`config.mk`:
```
export PLATFORM = sky130hd
export DESIGN_NAME = key_events
export DESIGN_NICKNAME = d
export VERILOG_FILES = /design/src/rtl/tiles_pkg.sv /design/src/rtl/ev_fifo.sv /design/src/rtl/key_events.sv
export SDC_FILE = /design/constraint.sdc
export NUM_CORES = 1
export LEC_CHECK = 0
export CAP_MARGIN = 5
export CORE_ASPECT_RATIO = 0.75
export CORE_MARGIN = 2
export CORE_UTILIZATION = 54
export DETAILED_ROUTE_END_ITERATION = 10
export GPL_TIMING_DRIVEN = 1
export PLACE_DENSITY = 0.78
export SETUP_SLACK_MARGIN = 0.3
export SYNTH_ARGS = -nofsm -noshare
export SYNTH_HDL_FRONTEND = slang
export SYNTH_SLANG_ARGS = --single-unit
```
`constraint.sdc`:
```
create_clock -name vs -period 2.7 [get_ports vs]
set_input_delay 0.405 -clock vs [delete_from_list [all_inputs] [get_ports vs]]
set_output_delay 0.405 -clock vs [all_outputs]
set_load 0.05 [all_outputs]
```
`src/rtl/tiles_pkg.sv`:
```
// Shared types and keycode constants for the tile playfield front end.
// Lane events carry a 3-bit lane and a bad-key flag.
package tiles_pkg;

  localparam logic [7:0] KEY_D     = 8'h07;
  localparam logic [7:0] KEY_F     = 8'h09;
  localparam logic [7:0] KEY_SPACE = 8'h2C;
  localparam logic [7:0] KEY_J     = 8'h0D;
  localparam logic [7:0] KEY_K     = 8'h0E;

  localparam logic [2:0] LANE_BAD = 3'd7;

  typedef struct packed {
    logic [2:0] lane;
    logic       bad;
  } key_ev_t;

  function automatic key_ev_t decode_key(
    input logic [7:0] kc
  );
    key_ev_t ev;
    ev.lane = LANE_BAD;
    ev.bad  = 1'b1;
    unique case (1'b1)
      (kc == KEY_D):     ev = '{lane: 3'd0, bad: 1'b0};
      (kc == KEY_F):     ev = '{lane: 3'd1, bad: 1'b0};
      (kc == KEY_SPACE): ev = '{lane: 3'd2, bad: 1'b0};
      (kc == KEY_J):     ev = '{lane: 3'd3, bad: 1'b0};
      (kc == KEY_K):     ev = '{lane: 3'd4, bad: 1'b0};
      default: ;
    endcase
    return ev;
  endfunction

endpackage

```
`src/rtl/ev_fifo.sv`:
```
// Small lane-event FIFO; pointers wrap naturally, full/empty from count.
// A push into a full FIFO is taken only when a pop frees a slot.
module ev_fifo
  import tiles_pkg::*;
#(
  parameter int DEPTH = 4
) (
  input  logic                   vs,
  input  logic                   Reset,
  input  logic                   push,
  input  logic                   pop,
  input  key_ev_t                din,
  output key_ev_t                dout,
  output logic                   full,
  output logic                   empty,
  output logic [$clog2(DEPTH):0] count
);

  localparam int PW = $clog2(DEPTH);
  localparam int CW = PW + 1;

  key_ev_t       mem [DEPTH];
  logic [PW-1:0] wr_ptr;
  logic [PW-1:0] rd_ptr;
  logic          do_push;
  logic          do_pop;

  assign full    = (count == CW'(DEPTH));
  assign empty   = (count == '0);
  assign do_pop  = pop && !empty;
  assign do_push = push && (!full || do_pop);
  assign dout    = mem[rd_ptr];

  always_ff @(posedge vs or posedge Reset) begin
    if (Reset) begin
      wr_ptr <= '0;
      rd_ptr <= '0;
      count  <= '0;
    end else begin
      if (do_push) wr_ptr <= wr_ptr + PW'(1);
      if (do_pop)  rd_ptr <= rd_ptr + PW'(1);
      unique case ({do_push, do_pop})
        2'b10:   count <= count + CW'(1);
        2'b01:   count <= count - CW'(1);
        default: count <= count;
      endcase
    end
  end

  // Payload storage needs no reset: the head is gated by empty.
  always_ff @(posedge vs) begin
    if (do_push) mem[wr_ptr] <= din;
  end

endmodule

```
`src/rtl/key_events.sv`:
```
// Per-frame keycode sampler: edge-detects presses into lane events,
// buffers them for the tile renderer, flags drops and stuck keys.
module key_events
  import tiles_pkg::*;
#(
  parameter int DEPTH    = 4,
  parameter int HOLD_MAX = 60
) (
  input  logic                   vs,
  input  logic                   Reset,
  input  logic [7:0]             keycode,
  input  logic                   ev_ready,
  output logic                   ev_valid,
  output logic [2:0]             ev_lane,
  output logic [4:0]             ev_onehot,
  output logic                   ev_bad,
  output logic [$clog2(DEPTH):0] count,
  output logic                   overflow,
  output logic                   stuck
);

  localparam int HW = $clog2(HOLD_MAX + 1);

  logic [7:0]    key_q;
  logic [HW-1:0] hold;
  logic          press;
  logic          pop;
  logic          full;
  logic          empty;
  key_ev_t       head;

  assign press = (keycode != 8'h00) && (keycode != key_q);
  assign pop   = ev_valid && ev_ready;
  assign stuck = (hold == HW'(HOLD_MAX));

  ev_fifo #(
    .DEPTH(DEPTH)
  ) u_fifo (
    .vs    (vs),
    .Reset (Reset),
    .push  (press),
    .pop   (pop),
    .din   (decode_key(keycode)),
    .dout  (head),
    .full  (full),
    .empty (empty),
    .count (count)
  );

  always_ff @(posedge vs or posedge Reset) begin
    if (Reset) begin
      key_q    <= 8'h00;
      hold     <= '0;
      overflow <= 1'b0;
    end else begin
      key_q <= keycode;
      if (press && full && !pop) overflow <= 1'b1;
      // Not a press and non-zero means the same key is still held.
      if (press || keycode == 8'h00) hold <= '0;
      else if (!stuck) hold <= hold + HW'(1);
    end
  end

  always_comb begin
    ev_valid  = !empty;
    ev_lane   = 3'd0;
    ev_onehot = 5'b00000;
    ev_bad    = 1'b0;
    if (!empty) begin
      ev_lane = head.lane;
      ev_bad  = head.bad;
      if (!head.bad) ev_onehot = 5'(1) << head.lane;
    end
  end

endmodule

```
* Word level (Yosys, flattened, before mapping) *
Memory sizes are Yosys's and may differ from the RTL's.
Cells that the tools add are included.

storage, ports and cells
  flip-flop bits (word level) = 22
  bits in writable memories = 16
  bits of input ports = 11
  output and inout bits = 15
  logic and storage cells = 49
  memories = 1

operators by class
  add/sub/neg operators = 5
  eq/ne operators = 11
  shift-type cells = 1
  mux-type cells = 10
  reduce and logical (&&, ||, !) cells = 15

memories
  name        depth  bits a word  read ports  clocked after memory_dff  wr ports  RTL line       text
  u_fifo.mem  4      4            1           0                         1         ev_fifo.sv:22  key_ev_t mem [DEPTH];

operators with widths
  cell                                                                    count
  8-bit by 4-bit equality test with 1-bit output (second input constant)  3
  4-bit case mux with 5 select lines                                      1
  6-bit two-way mux                                                       2
  5-bit two-way mux                                                       2
  8-bit by 3-bit equality test with 1-bit output (second input constant)  1
  8-bit by 6-bit equality test with 1-bit output (second input constant)  1
  8-bit logical NOT                                                       1
  8-bit != test                                                           1
  8-bit nonzero test                                                      1
  6-bit by 1-bit adder with 6-bit output (second input constant)          1
  6-bit equality test (second input constant)                             1
  1-bit logical AND                                                       6
  3-bit case mux with 2 select lines                                      1
  1-bit by 3-bit << shifter with 5-bit output (first input constant)      1
  2-bit by 1-bit adder with 2-bit output (second input constant)          2
  3-bit by 1-bit adder with 3-bit output (second input constant)          1
  3-bit equality test (second input constant)                             1
  1-bit logical NOT                                                       3
  3-bit logical NOT                                                       1
  1-bit two-way mux                                                       3
  3-bit two-way mux                                                       1
  3-bit by 1-bit subtractor with 3-bit output (second input constant)     1
  2-bit by 1-bit equality test with 1-bit output (second input constant)  1
  2-bit equality test (second input constant)                             1
  3 further kinds                                                         4

* Logic depth before layout (Yosys ltp) *
  depth in word-level cells = 8
  mapped depth = 12
  mapped depth without buffers = 11

* Cells and area by module *
Synthesis repeated with hierarchy kept, for this count alone.

second synthesis, totals
  cells, all modules = 168
  area total of the unflattened synthesis = 2001.9 µm²

modules (own cells, without submodules)
  module      times used  cells an instance  area an instance (µm²)  sequential area each (µm²)
  ev_fifo     1           75                 1098.6                  655.6
  key_events  1           93                 903.4                   375.4

* Worst setup path after synthesis *
OpenSTA, ideal clock, no wires.

  path kind = flip-flop to output port
  from = reg u_fifo.count[2]
  to = out ev_onehot[0]
  arrival = 2.385 ns
  data required time = 2.295 ns
  slack = -0.090 ns
  cell stages (with the launch flop) = 5
  buffers on the path = 1
  cell sequence = dfrtp_1 -> buf_4 -> nor3_2 -> or3_1 -> nor3_1

between the ends
  cells in the longest elaborated chain, start to end = 2

RTL lines
  element                 RTL line          text
  start, declared         ev_fifo.sv:16     output logic [$clog2(DEPTH):0] count
  start signal, assigned  ev_fifo.sv:43     2'b10: count <= count + CW'(1);
  start signal, assigned  ev_fifo.sv:44     2'b01: count <= count - CW'(1);
  start signal, assigned  ev_fifo.sv:45     default: count <= count;
  3-bit logical NOT       ev_fifo.sv:29     assign empty = (count == '0);
  5-bit two-way mux       key_events.sv:69  if (!empty) begin
  end, declared           key_events.sv:15  output logic [4:0] ev_onehot,

Every way passes these cells.

* Final worst setup path *
  from = reg u_fifo.rd_ptr[0]
  to = out ev_onehot[0]

between the ends
  cells in the longest elaborated chain, start to end = 4

RTL lines
  element                                      RTL line          text
  start, declared                              ev_fifo.sv:24     logic [PW-1:0] rd_ptr;
  start signal, assigned                       ev_fifo.sv:41     if (do_pop) rd_ptr <= rd_ptr + PW'(1);
  memory read 4 x 4 bit *                      -
  1-bit by 3-bit << shifter with 5-bit output  key_events.sv:72  if (!head.bad) ev_onehot = 5'(1) << head.lane;
  5-bit two-way mux *                          key_events.sv:72
  5-bit two-way mux *                          key_events.sv:69

Mark *: on every way between the ends. The rest lies on a longest branch, timed or not.

==> run_results.csv <==
group,metric,value,unit
cells_and_area,num_antenna_cells,0,
timing,max_freq,0.397,GHz
worst_hold_path,min_path_cells,1,
power,ir_worst_vdd,0.572,mV
synthesis,synth_seq_area_share,0.520,
die,die_w,74.0,um
synthesis,postSynthAreaPerCell,11.7,um^2
clocking,cts.clk_slew.worst_paths,0.08,ns
global_route,grt_max_degree,23,
clocking,clock_latency,0.29,ns
clocking,h-tree-depth,2,
cells_and_area,fillCellCount,248,
cells_and_area,area_delta_synth_final,27.8,%
die,core_region_area,3590,um^2
clocking,cts_hold_buf,0,
run_status,status,"finished clean",
placed_design,post-place-ws,-0.215,ns
timing,hold_viol,0,
timing,whs,0.342,ns
die,start_util,0.552,
synthesis,synthArstFlopShare,0.579,
die,rows,19,
setup_path,start_kind,"flop",
setup_path,cp.arrival,2.11,ns
timing,finalSetupTns,0,ns
route,wl_per_cell,15.8,um
global_route,grt_pass1_wl,6820,um
clocking,clock-sinks,38,
synthesis,yosys-top-cells-area,"dfrtp_1 (28%), edfxtp_1 (24%), xnor2_1 (5.3%)",
synthesis,synth_top_area_frac,0.278,
synthesis,synth_edf_count,16,
die,die_h,56.5,um
global_route,grt.total_usage,0.222,
timing,fin_ws,0.180,ns
cells_and_area,multi_input_area,927,um^2
global_route,grt_pass1_vias,1448,
timing,finalCritPeriodShare,0.933,
cells_and_area,utilization,0.705,
power,power.density,842,nW/um^2
route,ant_nets,0,
synthesis,synth_cells,170,
clocking,clockRootBuffer,"clkbuf_8",
route,drcViolationCount,0,
route,initialDrtViolationCount,50,
route,routed_via_density,5.55,
setup_path,end_kind,"output port",
setup_path,required,2.30,ns
synthesis,post-synth-top-count-cell,"dfrtp_1",
synthesis,synthTopCellsByCount,"dfrtp_1 (22), edfxtp_1 (16), nor2_1 (14), nand2_1 (13), xnor2_1 (12)",
synthesis,yosys_warnings,0,
worst_hold_path,min_to,"key_q[1]",
timing,setup_viol,0,
worst_hold_path,hp-start,"keycode[1]",
placed_design,gp_congestion,0.887,
clocking,clockBufferDepth,2,
timing,maxSlewViolCount,0,
route,vias,1471,
global_route,grt-ovfl-total,0,
route,first_pass_iters,4,
setup_path,critPathKind,"reg -> out",
route,totalWireLength,4170,um
global_route,antenna_found_initial,0,
placed_design,io_buffers,25,
die,dieArea,4180,um^2
timing,fin_crit,2.52,ns
timing,skew,0.00512,ns
power,leakage,0.955,nW
clocking,tritoncts,"built",
run,drv_cap,0,
clocking,cts_buffers,5,
synthesis,ys_ff_latch,38,
cells_and_area,fin_nets,230,
setup_path,timing.rr.start,"key_q[1]",
power,p_total,2.13,mW
setup_path,path_max_fanout,6,
placed_design,dp_hpwl,2870,um
synthesis,synth-main-ff-cell,"dfrtp_1",
timing,slew_headroom,0.428,
cells_and_area,drive_gt1_frac,0.235,
synthesis,synthesis.area,1980,um^2
timing,worst_pin_slew,0.857,ns
die,num_io_pins,26,
synthesis,syn_nets,188,
setup_path,reg2regPathDepth,9,
setup_path,rrSetupSlack,0.49,ns
timing,grt_setup_unrepaired,"true",
synthesis,yosysTopAreaCell,"dfrtp_1",
cells_and_area,regArea,1030,um^2
worst_hold_path,hold_class,"in -> reg",
setup_path,rr_endpoint,"u_fifo.count[1]",
synthesis,synth_cell_types,48,
[flip-flops by register name, indices dropped and copies added (netlist names)]
register,cells
key_q,8
u_fifo.wr_ptr,2
overflow,1
u_fifo.count,3
hold,6
u_fifo.mem,16
u_fifo.rd_ptr,2
[layout by cell type (no fill, tap or decap), types with 3 or more instances in the layout]
| cell | count |
|---|---|
| nor3_1 | 3 |
| nor2b_1 | 6 |
| clkdlybuf4s50_1 | 6 |
| dlygate4sd2_1 | 9 |
| nand2_1 | 13 |
| nand4_1 | 3 |
| mux4_2 | 3 |
| nand2b_1 | 3 |
| ha_1 | 6 |
| a21oi_1 | 3 |
| and3_1 | 5 |
| inv_1 | 8 |
| nand3_1 | 10 |
| xnor2_1 | 12 |
| buf_6 | 3 |
| nor2_1 | 13 |
| buf_4 | 15 |
| nor3_4 | 3 |
| clkbuf_8 | 5 |
| o21ai_0 | 4 |
| xor2_1 | 3 |
| edfxtp_1 | 16 |
| dfrtp_1 | 21 |
[report_power, final]
part	internal (mW)	switching, mW
Clock	0.275	0.219
Sequential	0.703	0.120
Combinational	0.341	0.476
[metrics by stage]
step / instance area (um^2) / instances
after floorplan: 1990 / 170
after global placement: 2360 / 252
after global routing: 2530 / 265
after detailed placement: 2360 / 252
after CTS: 2500 / 262
final: 2530 / 265
[kinds of logic after synthesis]
| logic type | after synthesis | synth area share |
|---|---|---|
| xor gates and xnor gates | 16 | 0.0777 |
| buffers and inverters | 13 | 0.0322 |
| DFF | 38 | 0.520 |
| adders and majority gates | 7 | 0.0480 |
| and+or+nand+nor | 75 | 0.213 |
| AOI/OAI and AO/OA | 17 | 0.0594 |
| muxes | 4 | 0.0492 |
[per-layer routing]
metal  vias to the layer above  share of wire  GRT usage  wire length [um]
li1                        690              -          -                 -
met1                       707           0.44      0.308              1860
met2                        59           0.47      0.333              1970
met3                        15          0.055     0.0503               231
met4                         0          0.027      0.101               112
met5                         -              0          0                 0
[worst max path at each step]
stage,start,to,slack [ns],cells after the start
global route,u_fifo.rd_ptr[0],ev_onehot[0],0.11,5
floorplan,u_fifo.count[2],ev_onehot[0],-0.09,4
global placement,keycode[1],u_fifo.count[2],-0.07,11
detailed placement,keycode[1],u_fifo.count[2],-0.22,11
CTS,u_fifo.rd_ptr[0],ev_onehot[0],0.12,5
finish,u_fifo.rd_ptr[0],ev_onehot[0],0.18,5
[layout make-up]
class | instances | share of cell area
well taps | 52 | 0.0257
clock inverters | 3 | 0.0178
clock buffers | 5 | 0.0272
inverters | 8 | 0.0119
multi-input cells | 119 | 0.366
flip-flops and latches | 38 | 0.408
repair buffers | 40 | 0.144
[what timing repair did]
item	CTS	global route
buffers inserted	2	3
endpoints found under the setup margin	11	9
gates cloned	0	0
gates resized for setup	25	12
pin swaps	2	2
[critical path: stages, from the launching register on]
cell	delay, ns
dfrtp_2	0.44
buf_6	0.12
mux4_2	0.51
or3_4	0.42
nor3_4	0.17
buf_12	0.16
(Power assumes the default switching activity.)
